## src/rtl/mem_pkg.sv

```systemverilog
// Shared types and helpers for the load/store initiator.
package mem_pkg;

    // Access width encoding carried on req_size.
    typedef enum logic [1:0] {
        SIZE_BYTE = 2'b00,
        SIZE_HALF = 2'b01,
        SIZE_WORD = 2'b10,
        SIZE_BAD  = 2'b11
    } mem_size_t;

    // Controller states.
    typedef enum logic [1:0] {
        IDLE  = 2'b00,
        READ  = 2'b01,
        WRITE = 2'b10,
        RESP  = 2'b11
    } mau_state_t;

    // Clears the byte offset so the RAM always sees a word address.
    localparam logic [31:0] WORD_ALIGN_MASK = 32'hFFFF_FFFC;

    function automatic logic [31:0] word_align(input logic [31:0] addr);
        return addr & WORD_ALIGN_MASK;
    endfunction

    // A request that cannot be served as a single aligned word access.
    function automatic logic is_misaligned(input mem_size_t size, input logic [1:0] offset);
        logic bad;
        case (size)
            SIZE_BYTE: bad = 1'b0;
            SIZE_HALF: bad = offset[0];
            SIZE_WORD: bad = (offset != 2'b00);
            default:   bad = 1'b1;
        endcase
        return bad;
    endfunction

endpackage

```

## src/rtl/mem_lane_align.sv

```systemverilog
// Byte-lane steering: extracts/extends load data from a RAM word and
// merges right-justified store data into a RAM word.
module mem_lane_align
    import mem_pkg::*;
(
    input  logic [31:0] i_word,
    input  logic [1:0]  i_offset,
    input  mem_size_t   i_size,
    input  logic        i_signed,
    input  logic [31:0] i_wdata,
    output logic [31:0] o_load_data,
    output logic [31:0] o_store_word
);

    logic [7:0]  w_byte;
    logic [15:0] w_half;
    logic [31:0] w_wdata_rep;
    logic [3:0]  w_lane_sel;

    // Pick the addressed byte and halfword out of the word.
    always_comb begin
        w_byte = i_word[7:0];
        case (i_offset)
            2'd0: w_byte = i_word[7:0];
            2'd1: w_byte = i_word[15:8];
            2'd2: w_byte = i_word[23:16];
            2'd3: w_byte = i_word[31:24];
            default: w_byte = i_word[7:0];
        endcase
        w_half = i_offset[1] ? i_word[31:16] : i_word[15:0];
    end

    // Sign/zero extension of the extracted lane; a full word passes through.
    always_comb begin
        o_load_data = '0;
        case (i_size)
            SIZE_BYTE: o_load_data = {{24{i_signed & w_byte[7]}}, w_byte};
            SIZE_HALF: o_load_data = {{16{i_signed & w_half[15]}}, w_half};
            SIZE_WORD: o_load_data = i_word;
            default:   o_load_data = '0;
        endcase
    end

    // Replicate store data across lanes so each lane mux only needs a select.
    always_comb begin
        w_wdata_rep = i_wdata;
        case (i_size)
            SIZE_BYTE: w_wdata_rep = {4{i_wdata[7:0]}};
            SIZE_HALF: w_wdata_rep = {2{i_wdata[15:0]}};
            default:   w_wdata_rep = i_wdata;
        endcase
    end

    genvar gi;
    generate
        for (gi = 0; gi < 4; gi++) begin : g_lane
            localparam logic [1:0] LANE = 2'(gi);
            assign w_lane_sel[gi] = ((i_size == SIZE_BYTE) && (i_offset == LANE)) ||
                                    ((i_size == SIZE_HALF) && (i_offset[1] == LANE[1])) ||
                                    (i_size == SIZE_WORD);
            assign o_store_word[8*gi +: 8] = w_lane_sel[gi] ? w_wdata_rep[8*gi +: 8]
                                                            : i_word[8*gi +: 8];
        end
    endgenerate

endmodule

```

## src/rtl/mem_access_unit.sv

```systemverilog
// Load/store initiator: one request at a time, aligned word accesses to
// the RAM, read-modify-write for byte and halfword stores.
module mem_access_unit
    import mem_pkg::*;
(
    input  logic        clock,
    input  logic        reset_n,
    input  logic        req_valid,
    output logic        req_ready,
    input  logic        req_write,
    input  logic [1:0]  req_size,
    input  logic        req_signed,
    input  logic [31:0] req_address,
    input  logic [31:0] req_wdata,
    output logic        resp_valid,
    output logic [31:0] resp_rdata,
    output logic        resp_misaligned,
    output logic        ram_write_enable,
    output logic [31:0] ram_address,
    output logic [31:0] ram_in,
    input  logic [31:0] ram_out
);

    mau_state_t  r_state;
    mau_state_t  w_state_next;

    logic        r_write;
    logic        r_signed;
    mem_size_t   r_size;
    logic [1:0]  r_offset;
    logic [31:0] r_wdata;
    logic [31:0] r_word;
    logic [31:0] r_addr;
    logic [31:0] r_rdata;
    logic        r_misaligned;

    mem_size_t   w_req_size;
    logic        w_accept;
    logic        w_req_misaligned;
    logic [31:0] w_align_word;
    logic [31:0] w_load_data;
    logic [31:0] w_store_word;

    assign w_req_size       = mem_size_t'(req_size);
    assign w_accept         = (r_state == IDLE) && req_valid;
    assign w_req_misaligned = is_misaligned(w_req_size, req_address[1:0]);
    // Load extraction works on live RAM data in READ; the merge uses the latched word.
    assign w_align_word     = (r_state == READ) ? ram_out : r_word;

    mem_lane_align u_lane_align (
        .i_word       (w_align_word),
        .i_offset     (r_offset),
        .i_size       (r_size),
        .i_signed     (r_signed),
        .i_wdata      (r_wdata),
        .o_load_data  (w_load_data),
        .o_store_word (w_store_word)
    );

    // State register.
    always_ff @(posedge clock or negedge reset_n) begin
        if (!reset_n) begin
            r_state <= IDLE;
        end else begin
            r_state <= w_state_next;
        end
    end

    // Next-state decode.
    always_comb begin
        w_state_next = r_state;
        case (r_state)
            IDLE: begin
                if (req_valid) begin
                    if (w_req_misaligned)
                        w_state_next = RESP;
                    else if (req_write && (w_req_size == SIZE_WORD))
                        w_state_next = WRITE;
                    else
                        w_state_next = READ;
                end
            end
            READ:    w_state_next = r_write ? WRITE : RESP;
            WRITE:   w_state_next = RESP;
            RESP:    w_state_next = IDLE;
            default: w_state_next = IDLE;
        endcase
    end

    // Request capture on acceptance, RAM word latch and load result in READ.
    always_ff @(posedge clock or negedge reset_n) begin
        if (!reset_n) begin
            r_write      <= 1'b0;
            r_signed     <= 1'b0;
            r_size       <= SIZE_BYTE;
            r_offset     <= 2'b00;
            r_wdata      <= '0;
            r_word       <= '0;
            r_addr       <= '0;
            r_rdata      <= '0;
            r_misaligned <= 1'b0;
        end else if (w_accept) begin
            r_write      <= req_write;
            r_signed     <= req_signed;
            r_size       <= w_req_size;
            r_offset     <= req_address[1:0];
            r_wdata      <= req_wdata;
            r_addr       <= word_align(req_address);
            r_rdata      <= '0;
            r_misaligned <= w_req_misaligned;
        end else if (r_state == READ) begin
            r_word <= ram_out;
            if (!r_write)
                r_rdata <= w_load_data;
        end
    end

    assign req_ready        = (r_state == IDLE);
    assign resp_valid       = (r_state == RESP);
    assign ram_write_enable = (r_state == WRITE);
    assign ram_address      = r_addr;
    assign ram_in           = (r_state == WRITE) ? w_store_word : '0;
    assign resp_rdata       = r_rdata;
    assign resp_misaligned  = r_misaligned;

endmodule

```

## config.mk

```make
export PLATFORM = sky130hd
export DESIGN_NAME = mem_access_unit
export DESIGN_NICKNAME = d
export VERILOG_FILES = /design/src/rtl/mem_pkg.sv /design/src/rtl/mem_lane_align.sv /design/src/rtl/mem_access_unit.sv
export SDC_FILE = /design/constraint.sdc
export NUM_CORES = 1
export LEC_CHECK = 0
export BUFFER_PORTS_ARGS = -buffer_cell sky130_fd_sc_hd__buf_2
export CAP_MARGIN = 0
export CORE_ASPECT_RATIO = 0.8
export CORE_MARGIN = 2
export CORE_UTILIZATION = 47
export DETAILED_ROUTE_END_ITERATION = 7
export HOLD_SLACK_MARGIN = 0.05
export PLACE_DENSITY = 0.83
export RECOVER_POWER = 100
export SYNTH_ARGS = -nofsm -noshare
export SYNTH_HDL_FRONTEND = slang
export SYNTH_SLANG_ARGS = --single-unit
```

## constraint.sdc

```tcl
create_clock -name clock -period 2.2 [get_ports clock]
set_input_delay 0.33 -clock clock [delete_from_list [all_inputs] [get_ports clock]]
set_output_delay 0.33 -clock clock [all_outputs]
set_load 0.02 [all_outputs]
```

* Yosys cells after proc, flatten, opt, wreduce, memory -nomap -nowiden
Cells that the tools add are included.
** Word-level totals
- Flip-flop bits (word level) :: 135
- Bits in latches :: 0
- RAM bits :: 0
- Memory bits (read-only) :: 0
- Input port bits :: 103
- Output and inout bits :: 100
- Word-level logic and storage cells :: 67
- Memories kept :: 0
** Cells by class
- Add/subtract/negate cells :: 0
- Multipliers :: 0
- Div/mod/pow operators :: 0
- Magnitude comparators :: 0
- Eq/ne operators :: 12
- Shift-type cells :: 0
- Muxes and demuxes :: 19
- Bitwise operators :: 3
- Reduce and logical (&&, ||, !) cells :: 23
** Operators with widths (count)
- $mux 32 :: 5
- $pmux 32 s3 :: 1
- $pmux 32 s2 :: 1
- $mux 8 :: 4
- $pmux 8 s4 :: 1
- $mux 16 :: 1
- $eq 2x2->1 const B :: 6
- $eq 2x1->1 const B :: 4
- $logic_and 1x1->1 :: 8
- $logic_not 2->1 :: 4
- $logic_or 1x1->1 :: 8
- $pmux 2 s4 :: 1
- $mux 2 :: 3
- $reduce_bool 2->1 :: 2
- $pmux 1 s3 :: 1
- $and 1x1->1 :: 2
- $ne 2x1->1 const B :: 1
- $ne 2x2->1 const B :: 1
- $reduce_and 2->1 :: 1
- $mux 1 :: 1
- $not 1->1 :: 1

* Logic depth before layout (Yosys ltp)
- Word-level depth :: 8
- Depth in mapped cells :: 9
- Gate-level depth less buffers :: 6

* By module
Synthesis repeated with hierarchy kept, for this count alone.
** Second synthesis, totals
- Cell total of the unflattened synthesis :: 858
- Area total of the unflattened synthesis :: 7553.5 um^2
** By module, submodules not included
- mem_access_unit :: times used 1, cells an instance 664, area each 6192.2 um^2, seq. area each 3378.2 um^2
- mem_lane_align :: times used 1, cells an instance 194, area each 1361.3 um^2, seq. area each 0.0 um^2

* Worst setup path before layout
No wires, ideal clock.
- Kind :: reg2out
- From :: reg r_state[1]
- To :: out ram_in[1]
- Arrival time :: 1.880 ns
- Data required time :: 1.870 ns
- Slack :: -0.010 ns
- Stages on the path, launching flop included :: 9
- Path buffers :: 3
- Path through :: dfrtp_1 inv_1 ha_1 buf_6 buf_2 buf_2 mux2i_1 nand2_1 o211a_1
** On the way
- Word-level cells in the longest chain between the ends :: 4
- Elaborated cells between the ends (all ways) :: 5
- Classes of those cells :: eq/ne (2); mux (3)
** Ends and longest elaborated chain
- from (decl) :: line mem_access_unit.sv:24 : mau_state_t r_state;
- from (signal assigned) :: line mem_access_unit.sv:65 : r_state <= w_state_next;
- $eq 2x1->1 :: line mem_access_unit.sv:48 : assign w_align_word = (r_state == READ) ? ram_out : r_word;
- $mux 32
- $mux 8 :: line mem_lane_align.sv:61 : assign o_store_word[8*gi +: 8] = w_lane_sel[gi] ? w_wdata_rep[8*gi +: 8]
- $mux 32 (*) :: line mem_access_unit.sv:122 : assign ram_in = (r_state == WRITE) ? w_store_word : '0;
- to (decl) :: line mem_access_unit.sv:20 : output logic [31:0] ram_in,
Mark *: on every way between the ends. The rest lies on a longest branch, timed or not.

* Worst setup path in the final report
- From :: reg r_state[1]
- To :: out ram_in[7]
The elaborated chain is that of the path after synthesis.

==> summary.md <==
| Metric | Value |
|---|---|
| Chip height | `113.7 microns` |
| Post-synth cell types | `49` |
| FMAX | `0.3989 GHz` |
| DP HPWL | `16030 microns` |
| Initial core utilization | `47.53%` |
| Initial DRT Pass Iterations | `8` |
| Total congestion overflow | `0` |
| Final wirelength | `26520 microns` |
| I/O pin total | `203` |
| Clock latency on the worst-skew pair | `0.43 ns` |
| # DRC | `0` |
| RSZ-0062 raised after global routing | `true` |
| Core area | `14860 sq um` |
| Max_cap viols | `1` |
| Layout filler cell count | `1059` |
| CP arrival | `2.18 ns` |
| FP Rows | `40` |
| Outcome | `finished, violations left` |
| Synth area leader | `dfrtp_1` |
| Synthesized area | `7066 sq um` |
| Cells after synthesis | `765` |
| First-pass GRT wire length | `37380 microns` |
| Clk root buf | `clkbuf_16` |
| Crit end category | `primary output` |
| Setup CP Type | `register to primary output` |
| Final core occ | `68.48%` |
| Final period utilization | `113.9%` |
| First DRT Iteration DRCs | `969` |
| # clock sinks | `135` |
| PwrDens | `about 1900 nW/um^2` |
| Final hold vios | `0` |
| Slowest stage cell, crit path | `dfrtp_1` |
| Synth top cells by count | `265 x nand2_1, 135 x dfrtp_1, 54 x mux2i_1` |
| Synth Flop Type | `dfrtp_1` |
| TritonCTS clock tree | `yes` |
| Tmin final | `between 2 and 3 ns` |
| Critical path startpoint category | `register` |
| Post-synth ARST share | `between 90% and 100%` |
| Post-Route Skew | `0.01556 ns` |
| Number of enable-type register cells in the synthesized netlist | `0` |
| Worst-margin pin slew | `1.516 ns` |
| Final count of negative-setup-slack endpoints | `63` |
| Share of cells above drive strength 1 | `34.20%` |
| CTS Buf Count | `17` |
| Die width | `141.1 microns` |
| Slowest Stage Delay on Critical Path | `0.39 ns` |
| Worst endpoint required time | `1.87 ns` |
| Placed inst area | `8581 sq um` |
| Setup ws final | `-0.3068 ns` |
| Initial antenna violation count | `2` |
| Setup TNS Final | `-7.002 ns` |
| Largest net degree at the start of global routing | `57` |
| Mean Syn Cell Area | `9.236 sq um` |
| Total track usage | `30.64%` |
| Port-buffer cells | `200` |
| Finished Cell Area | `10180 sq um` |
| Synth top area share | `47.81%` |
| Area Growth Syn to Fin | `44.08%` |
| Yosys reg bits | `approximately 140` |
| Via count | `7338` |
| Failing checks | `capacitance limit, slew limit, setup timing` |
| Htree depth | `4` |
| Worst-path maximum fanout | `6` |
| Most numerous cell in the Yosys netlist | `nand2_1` |
| Vias per inst | `5.961` |
| Maximum root-to-sink buffer count | `2` |
| Register area share after synthesis | `47.81%` |
| GPL Wtd Cong | `around 0.94` |
| Max transition margin | `-1.061%` |
| CP cell instances | `inv_2 -> ha_4 -> buf_4 -> mux2i_1 -> clkbuf_2 -> nand2_1 -> o211a_1 -> buf_2` |
| Register clock-pin slew on the reported worst setup and hold paths | `~0.060 ns` |
| Die Area | `16040 sq um` |
| Maximum VDD drop | `slightly above 0.9 mV` |
| Routed wire length per instance | `21.54 microns` |
| Nets@finish | `1136` |
| Pleak | `0.005079 uW` |
| Post-DRT Antenna Nets | `0` |
| Hold Crit Class | `primary input to register` |
| Syn. warnings | `0` |
| Ranking of synthesized cells by area | `dfrtp_1 48%, nand2_1 14%, mux2i_1 7.7%` |
| Vias in the first global route | `6689` |
| Slew Limit Fails | `57` |
==> layout make-up <==
type                       instances  area (sq um)  share of cell area [%]
inverter                           5         18.77                  0.1844
clock buffer                      18         439.2                   4.314
timing repair buffer             303          2016                   19.80
tap                              189         236.5                   2.323
antenna                            1         2.502                 0.02458
sequential                       135          3381                   33.21
multi-input combinational        567          3835                   37.67
clock inverter                    13         251.5                   2.470
==> cells in the final DEF (no fill, tap or decap), types with 3 or more instances in the layout <==
| cell | instances |
|---|---|
| and3_4 | 3 |
| buf_2 | 110 |
| nand2_2 | 5 |
| mux2i_4 | 23 |
| o21ai_2 | 7 |
| o221ai_2 | 7 |
| buf_4 | 76 |
| ha_1 | 3 |
| nand2_1 | 259 |
| and3_1 | 5 |
| clkbuf_1 | 66 |
| inv_1 | 4 |
| a21oi_1 | 19 |
| dfrtp_1 | 133 |
| buf_6 | 33 |
| o22ai_1 | 7 |
| nand2b_1 | 10 |
| mux2i_1 | 30 |
| mux2_2 | 15 |
| bufinv_16 | 7 |
| nor2_1 | 28 |
| a2bb2oi_1 | 7 |
| o211a_1 | 24 |
| mux2_1 | 8 |
| o21ai_0 | 23 |
| clkbuf_4 | 3 |
| clkinvlp_4 | 3 |
| o2111ai_1 | 16 |
| nand3_1 | 17 |
| clkbuf_16 | 17 |
| buf_12 | 6 |
| clkbuf_2 | 4 |
| nor4b_1 | 4 |
==> repair_timing <==
| item | CTS | global route |
|---|---|---|
| hold endpoints to repair | 54 | 0 |
| hold buffers | 1 | 0 |
| setup buffers | 21 | 17 |
| pin swaps | 6 | 7 |
| endpoints found under the setup margin | 32 | 63 |
| gates cloned | 4 | 2 |
| resized for setup | 100 | 54 |
==> report_power, final <==
group	leakage [uW]	switching (uW)	internal [uW]	total (uW)
Sequential	0.00168	1080	3630	4710
Clock	0.000328	1110	2260	3370
Combinational	0.00307	6040	4780	10800
Total	0.00508	8230	10700	18900
==> flip-flops by register name (all words and copies together), names as in the netlist <==
signal,cells
r_offset,2
r_signed,1
r_size,2
r_state,2
r_wdata,32
r_word,32
r_write,1
ram_address,30
resp_misaligned,1
resp_rdata,32
==> layer usage <==
metal | track usage, % | wire (microns)
met5 | 0 | 12
met4 | 11.87 | 1216
met3 | 12.05 | 3329
met2 | 45.86 | 11690
met1 | 40.39 | 10270
==> metrics by stage <==
| stage | power [uW] | cells | hold WS, ns | worst slack, ns |
|---|---|---|---|---|
| 2_1_floorplan | 9652 | 766 | 0.03441 | 0.06203 |
| 3_3_place_gp | 12550 | 1156 | 0.3429 | 0.04085 |
| 3_5_place_dp | 12750 | 1156 | 0.3444 | 0.01572 |
| 4_1_cts | 17660 | 1212 | 0.08093 | -0.1649 |
| 5_1_grt | 19650 | 1230 | 0.07953 | -0.3521 |
| 6_report | 18900 | 1231 | 0.09396 | -0.3068 |
==> cells by family after synthesis <==
logic type,share of synthesized area [%]
other,0.05307
buffers and inverters,4.339
AO/OA/AOI/OAI,13.92
multiplexers,11.79
adder cells (fa/ha/maj),0.7084
flip-flops,47.81
AND/OR/NAND/NOR,21.37
==> worst max-delay path: cells and delay by family (launching register included) <==
| family | cells | cell delay, ns |
|---|---|---|
| muxes | 1 | 0.26 |
| AOI/OAI and AO/OA | 1 | 0.16 |
| adders and majority gates | 1 | 0.20 |
| and+or+nand+nor | 1 | 0.10 |
| DFF | 1 | 0.39 |
| buffers and inverters | 4 | 0.63 |
==> worst paths after layout <==
path | startpoint | end | slack, ns | cells past startpoint
max | r_state[1] | ram_in[7] | -0.31 | 8
min | req_wdata[3] | r_wdata[3] | 0.09 | 3
max reg2reg | r_state[1] | resp_rdata[14] | -0.13 | 10
min reg2reg | ram_address[24] | ram_address[24] | 0.47 | 2
max in group asynchronous | reset_n | resp_rdata[15] | 0.24 | 3
min in group asynchronous | reset_n | r_word[1] | 0.83 | 2
(Power assumes the default switching activity.)
